<file path="src/rtl/spi_master.sv">
// SPI mode-0 master for SD cards: shifts out a 40-bit command frame, then polls
// response bytes until one arrives with bit 7 clear or NCR_MAX bytes have passed.
module spi_master #(
    parameter int CLK_DIV = 4,
    parameter int NCR_MAX = 8
) (
    input  logic        clk_i,
    input  logic        rst_ni,
    input  logic        start_i,
    input  logic [39:0] data_in_i,
    input  logic        miso_i,
    output logic        mosi_o,
    output logic        sck_o,
    output logic [7:0]  data_out_o,
    output logic        busy_o,
    output logic        new_data_o
);

    localparam int DIV_W  = (CLK_DIV > 1) ? $clog2(CLK_DIV) : 1;
    localparam int BYTE_W = $clog2(NCR_MAX + 1);

    typedef enum logic [1:0] {IDLE, SEND, WAIT_RESP, DONE} state_t;

    state_t            state_q;
    logic [DIV_W-1:0]  div_q;
    logic [5:0]        bit_q;
    logic [BYTE_W-1:0] byte_q;
    logic [39:0]       shift_q;
    logic [7:0]        rx_q;

    logic              tick_d;
    logic [BYTE_W-1:0] byte_d;

    assign tick_d = (div_q == DIV_W'(CLK_DIV - 1));
    assign byte_d = byte_q + BYTE_W'(1);

    always_ff @(posedge clk_i) begin
        if (!rst_ni) begin
            state_q    <= IDLE;
            div_q      <= '0;
            bit_q      <= '0;
            byte_q     <= '0;
            mosi_o     <= 1'b1;
            sck_o      <= 1'b0;
            busy_o     <= 1'b0;
            new_data_o <= 1'b0;
            data_out_o <= 8'hFF;
        end else begin
            new_data_o <= 1'b0;
            case (state_q)
                IDLE: begin
                    sck_o  <= 1'b0;
                    mosi_o <= 1'b1;
                    if (start_i) begin
                        shift_q <= data_in_i;
                        mosi_o  <= data_in_i[39];
                        busy_o  <= 1'b1;
                        div_q   <= '0;
                        bit_q   <= '0;
                        byte_q  <= '0;
                        state_q <= SEND;
                    end
                end
                SEND, WAIT_RESP: begin
                    if (!tick_d) begin
                        div_q <= div_q + DIV_W'(1);
                    end else begin
                        div_q <= '0;
                        sck_o <= ~sck_o;
                        if (!sck_o) begin
                            // Rising edge: sample; command-phase samples are simply overwritten later.
                            rx_q <= {rx_q[6:0], miso_i};
                        end else if (state_q == SEND) begin
                            // Falling edge: bit boundary, present the next frame bit.
                            shift_q <= {shift_q[38:0], 1'b1};
                            mosi_o  <= shift_q[38];
                            bit_q   <= bit_q + 6'd1;
                            if (bit_q == 6'd39) begin
                                bit_q   <= '0;
                                mosi_o  <= 1'b1;
                                state_q <= WAIT_RESP;
                            end
                        end else begin
                            bit_q <= bit_q + 6'd1;
                            if (bit_q == 6'd7) begin
                                bit_q  <= '0;
                                byte_q <= byte_d;
                                if (!rx_q[7] || byte_d == BYTE_W'(NCR_MAX)) begin
                                    data_out_o <= rx_q[7] ? 8'hFF : rx_q;
                                    new_data_o <= 1'b1;
                                    busy_o     <= 1'b0;
                                    mosi_o     <= 1'b1;
                                    state_q    <= DONE;
                                end
                            end
                        end
                    end
                end
                DONE: begin
                    state_q <= IDLE;
                end
                default: begin
                    state_q <= IDLE;
                end
            endcase
        end
    end

endmodule

</file>
<file path="config.mk">
export PLATFORM = sky130hd
export DESIGN_NAME = spi_master
export DESIGN_NICKNAME = d
export VERILOG_FILES = /design/src/rtl/spi_master.sv
export SDC_FILE = /design/constraint.sdc
export NUM_CORES = 1
export LEC_CHECK = 0
export ABC_CLOCK_PERIOD_IN_PS = 6700
export CORE_MARGIN = 10
export CORE_UTILIZATION = 40
export DETAILED_ROUTE_END_ITERATION = 12
export PLACE_DENSITY = 0.65
export SLEW_MARGIN = 20
export SYNTH_ARGS = -nofsm -noshare
export SYNTH_HDL_FRONTEND = slang
export SYNTH_SLANG_ARGS = --single-unit
</file>
<file path="constraint.sdc">
create_clock -name clk_i -period 6.7 [get_ports clk_i]
set_clock_uncertainty 0.2 [all_clocks]
set_input_delay 1.34 -clock clk_i [delete_from_list [all_inputs] [get_ports clk_i]]
set_output_delay 1.34 -clock clk_i [all_outputs]
set_load 0.02 [all_outputs]
</file>
==> flow_summary.ini, run 1 <==
[timing]
hold_violations = 0
maxSlewViolCount = 0
fmax_mhz = 275
worst-slew-pin-transition_ns = 0.770
rsz0062_at_grt = false
finalHoldWorstSlack_ns = 0.277
setup_violations = 0
max-slew-margin-rel_pct = 48.6
fin_crit_sh_pct = 54.2
layout_min_cycle_time_ns = 3.63
setup_tns_ns = 0

[synthesis]
seq_area_frac_synth_pct = 56.9
syn_area_per_cell_um2 = 13.1
synth_top_area_share_pct = 41.6
synth_edf_count = 47
yosys_warnings = 0
synthTopCellsByArea = edfxtp_1 (42%), dfxtp_1 (15%), mux2_2 (13%)
synthFlopType = edfxtp_1
ys_async_sr_fraction_pct = 0
synth_nets = 310
yosysMostFrequentCell = edfxtp_1
synth_area_leader_cell = edfxtp_1
ys_top_cells_by_count = edfxtp_1 (47), mux2_2 (38), dfxtp_1 (26)
netlist_instances = 259
ys_types = 52
syn-cell-area_um2 = 3390
synth_seq_cells = 73

[clock_network]
postCtsSetupBuffers = 0
cts_tree = built
ctsHoldBuffers = 0
clock_latency_ns = 0.34
cts.clk_slew.worst_paths_ns = 0.07
ctsResizeCount = 0
numClockSinks = 73
cts_buffer_depth = 2
htreeDepth = 3
cts-root-buf = clkbuf_8
cts_buffers = 9

[routing]
drc_errors = 0
routed_wl_mm = 6.33
drt_iter0_markers = 47
vias_per_cell = 5.03
wire_per_inst_um = 15.0
drtPass1Iterations = 4
ant_nets = 0
vias = 2123

[floorplanning]
die_area_um2 = 12600
io_pins = 56
core.rowCount = 33
start_util_pct = 41.1
die_h_um = 112
chipWidth_um = 112
design.core.area_um2 = 8260

[layout]
fin_nets = 363
seqCellArea_um2 = 1930
multi_input_area_um2 = 1360
utilization_pct = 51.2
syn_to_final_growth_pct = 24.6
nFillCells = 730
drive_above_1_share_pct = 22.4
antenna_cells = 0
final_area_um2 = 4230

[power]
p_leak_nw = 1.45
ir_drop_mv = 0.125
powerDensity_nw_per_um2 = 255

[setup_path]
crit_required_ns = 6.48
reg2regPathDepth = 6
start_kind = input pin
slowest_delay_ns = 0.88
worstPathArrival_ns = 3.42
rr_endpoint = shift_q[38]
crit_chain = clkdlybuf4s50_1, inv_1, nor4b_2, buf_4
crit_family = buffers and inverters
path_buf_inv = 3
crit_fanout = 39
reg2reg_slack_ns = 3.91
endpoint_kind = flop
worstSetupPathType = input pin to flop
r2r_start = state_q[0]
slowest_stage = clkdlybuf4s50_1

[flow_run]
max_cap_viol_count = 0

[global_routing]
grt_pass1_vias = 2259
grt_pass1_wl_mm = 10.8
grt_max_degree = 63
antenna_found_initial = 0
grtUsageTotal_pct = 10.3
overflow = 0

[place]
place_congestion = 0.803
hpwl_mm = 4.45
portBuffers = 55
placed_cell_area_um2 = 4000

[run_status]
status = finished, final reports clean

[hold_path]
hp-class = flop to flop
holdCritStartpoint = rx_q[6]
holdPathStages = 0
hold_end = rx_q[7]
[flip-flops by register name, indices dropped and copies added, names as in the netlist]
| signal | count |
|---|---|
| new_data_o | 1 |
| busy_o | 1 |
| shift_q | 39 |
| sck_o | 1 |
| bit_q | 6 |
| byte_q | 4 |
| data_out_o | 8 |
| rx_q | 8 |
| state_q | 2 |
| mosi_o | 1 |
| div_q | 2 |
[logic make-up (layout without fill, tap and decap cells)]
family                   count (synthesis)  after routing  share of synthesized area (%)
AO/OA/AOI/OAI                           46             46                           10.0
XOR/XNOR                                 4              4                           1.03
adder cells (fa/ha/maj)                  7              7                           2.58
buffers and inverters                   19             77                           3.35
flip-flops                              73             73                           56.9
multiplexers                            41             41                           13.5
AND/OR/NAND/NOR                         69             69                           12.6
[worst max-delay path by stage]
stage / end / slack, ns / from / cells past startpoint
2_1_floorplan: shift_q[0] / 0.21 / start_i / 4
3_3_place_gp: shift_q[38] / 2.71 / rst_ni / 4
3_5_place_dp: shift_q[15] / 2.65 / rst_ni / 4
4_1_cts: shift_q[38] / 3.02 / rst_ni / 4
5_1_grt: shift_q[38] / 2.87 / rst_ni / 4
6_report: shift_q[38] / 3.07 / rst_ni / 4
[cell type report]
cell class	count	area share, %
sequential	73	45.7
multi-input combinational	167	32.1
timing repair buffer	57	13.4
clock buffer	13	4.29
tap	105	3.11
clock inverter	3	1.09
inverter	4	0.355
[placed cells by master, fill, tap and decap left out, types with 3 or more instances in the layout]
cell type / netlist / layout
a21oi_1: 9 / 9
nand3_1: 4 / 4
nor3b_1: 3 / 3
clkdlybuf4s50_1: 0 / 55
nor2b_1: 4 / 4
ha_1: 7 / 6
nor3_1: 5 / 5
o21ai_0: 4 / 4
mux2_2: 38 / 38
a211oi_1: 3 / 3
dfxtp_1: 26 / 26
nand2b_1: 3 / 3
edfxtp_1: 47 / 47
o21ai_1: 9 / 9
clkbuf_8: 0 / 9
nor2_1: 17 / 17
nor3b_2: 7 / 7
inv_1: 4 / 4
nand2_1: 13 / 13
xor2_1: 4 / 4
[through the flow]
stage,setup WS (ns),power [mW],instances
after floorplan,0.207,0.666,259
after global placement,2.71,0.711,406
after detailed placement,2.65,0.713,406
after CTS,3.02,1.09,422
after global routing,2.87,1.13,422
final,3.07,1.08,422
[routing by layer]
layer / wire length [um] / part of all wire, % / up-vias / global-route usage, %
met3: 463 / 7.3 / 11 / 4.63
li1: - / - / 1074 / -
met4: 111 / 1.8 / 0 / 4.82
met5: 0 / 0 / - / 0
met2: 2820 / 45 / 57 / 14.9
met1: 2930 / 46 / 981 / 12.8
[power by group]
part,switching (mW),internal (mW),leakage (nW)
sequential,0.00984,0.523,0.645
clock,0.159,0.218,0.110
combinational,0.0808,0.0869,0.696
total,0.249,0.828,1.45
[worst register-to-register path: cells and delay by family, from the launching register on]
kind          cells  cell delay, ns
flops             1            0.37
simple gates      2            0.40
buf+inv           3            1.10
fa+ha+maj         1            0.33
(Power assumes the default switching activity.)
==> inputs of run 2 (changes only) <==
--- a/config.mk
+++ b/config.mk
@@ -5,11 +5,10 @@
 export SDC_FILE = /design/constraint.sdc
 export NUM_CORES = 1
 export LEC_CHECK = 0
-export ABC_CLOCK_PERIOD_IN_PS = 6700
+export ABC_CLOCK_PERIOD_IN_PS = 3350
 export CORE_MARGIN = 10
 export CORE_UTILIZATION = 40
 export DETAILED_ROUTE_END_ITERATION = 12
-export PLACE_DENSITY = 0.65
 export SLEW_MARGIN = 20
 export SYNTH_ARGS = -nofsm -noshare
 export SYNTH_HDL_FRONTEND = slang
==> constraint.sdc (replaced) <==
create_clock -name clk_i -period 3.35 [get_ports clk_i]
set_clock_uncertainty 0.2 [all_clocks]
set_input_delay 0.67 -clock clk_i [delete_from_list [all_inputs] [get_ports clk_i]]
set_output_delay 0.67 -clock clk_i [all_outputs]
set_load 0.02 [all_outputs]
==> run 2 against run 1 <==
Against the previous run: combinational power rose by 110%; hold slack got worse by 0.0061 ns; first-iteration DRC count rose by 51%; cell area rose by 1.1%; power rose by 100%; critical path type is now flop to flop; wire length rose by 2.0%; die area did not move; largest power group unchanged; worst setup slack got worse by 2.3 ns.
==> flow_summary.ini, run 2 (synthesized netlist as in run 1, its figures left out) <==
[timing]
setup_tns_ns = 0
max-slew-margin-rel_pct = 60.9
setup_violations = 0
layout_min_cycle_time_ns = 2.55
maxSlewViolCount = 0
fmax_mhz = 392
fin_ws_ns = 0.801
worst-slew-pin-transition_ns = 0.587
fin_crit_sh_pct = 76.1
finalHoldWorstSlack_ns = 0.271
hold_violations = 0
rsz0062_at_grt = false

[hold_path]
holdCritStartpoint = data_out_o[7]
hp-class = flop to flop

[layout]
utilization_pct = 51.8
regMostFlops = shift_q
final_common_cell = clkdlybuf4s50_1
nFillCells = 746
final_cell_mix = clkdlybuf4s50_1 (55), edfxtp_1 (47), mux2_2 (38)
antenna_cells = 0
largest_reg_flops = 39
fin_nets = 367
drive_above_1_share_pct = 23.7
syn_to_final_growth_pct = 25.9
reg.largest.list = shift_q x39, data_out_o x8, rx_q x8

[run_status]
status = finished, final reports clean

[setup_path]
worstPathArrival_ns = 2.33
reg2regPathDepth = 6
crit_path_end = shift_q[38]
r2r_start = state_q[0]
rr_endpoint = shift_q[38]
crit_fanout = 39
worstSetupPathType = flop to flop
cp-startpoint = state_q[0]
reg2reg_slack_ns = 0.80
endpoint_kind = flop
crit_required_ns = 3.13
start_kind = flop

[place]
portBuffers = 55
place_congestion = 0.772
dp_slack_ns = 0.587
hpwl_mm = 4.56

[global_routing]
grtUsageTotal_pct = 10.4
grt_pass1_wl_mm = 10.8
antenna_found_initial = 0
grt_max_degree = 40
overflow = 0
grt_pass1_vias = 2255

[flow_run]
max_cap_viol_count = 0

[routing]
ant_nets = 0
vias_per_cell = 5.00
drc_errors = 0
vias = 2132
wire_per_inst_um = 15.2
drt_iter0_markers = 71
routed_wl_mm = 6.46
drtPass1Iterations = 4

[clock_network]
htreeDepth = 3
cts_buffer_depth = 2
numClockSinks = 73
ctsHoldBuffers = 0
ctsResizeCount = 0
clock_latency_ns = 0.34
cts_tree = built
postCtsSetupBuffers = 0
cts.clk_slew.worst_paths_ns = 0.08
cts-root-buf = clkbuf_8
cts_buffers = 9

[power]
power_mw = 2.20
ir_drop_mv = 0.215
powerDensity_nw_per_um2 = 514
p_leak_nw = 1.49

[floorplanning]
core.rowCount = 33
start_util_pct = 41.1
design.core.area_um2 = 8260
die_h_um = 112
die_area_um2 = 12600
chipWidth_um = 112
io_pins = 56
==> run 2: layer usage <==
layer	part of all wire [%]	GRT usage [%]	up-vias
met5	0	0	-
met4	1.5	3.55	0
met3	6.8	5.06	10
met2	44	15.6	51
met1	48	12.7	991
li1	-	-	1080
==> run 2: critical path, stage by stage, from the launching register on <==
cell     delay, ns
dfxtp_1       0.36
inv_1         0.08
ha_2          0.41
buf_4         0.25
a21oi_1       0.19
nor4b_4       0.21
buf_4         0.47
==> run 2: cell type report <==
cell class	count	area (um^2)	share of cell area, %
Sequential cell	73	1930	45.2
Multi-Input combinational cell	167	1370	32.0
Timing Repair Buffer	61	596	13.9
Clock buffer	13	191	4.48
Tap cell	105	131	3.07
Clock inverter	3	43.8	1.02
Inverter	4	15.0	0.351
==> run 2: power by group <==
group | total, mW | switching (mW) | internal (mW)
Combinational | 0.348 | 0.165 | 0.183
Sequential | 1.07 | 0.0199 | 1.05
Clock | 0.784 | 0.328 | 0.456
Total | 2.20 | 0.513 | 1.68
==> run 2: worst min path at each step <==
stage	end	cells past startpoint	slack, ns
after floorplan	rx_q[1]	0	0.25
final	data_out_o[7]	2	0.27
after global routing	data_out_o[7]	2	0.29
after detailed placement	data_out_o[7]	2	0.26
after CTS	data_out_o[7]	2	0.28
after global placement	data_out_o[7]	2	0.25
==> run 2: stage by stage <==
step                      area [um^2]  std cells
final                            4280        426
after global routing             4280        426
after CTS                        4280        426
after detailed placement         4040        410
after global placement           4040        410
after floorplan                  3410        259
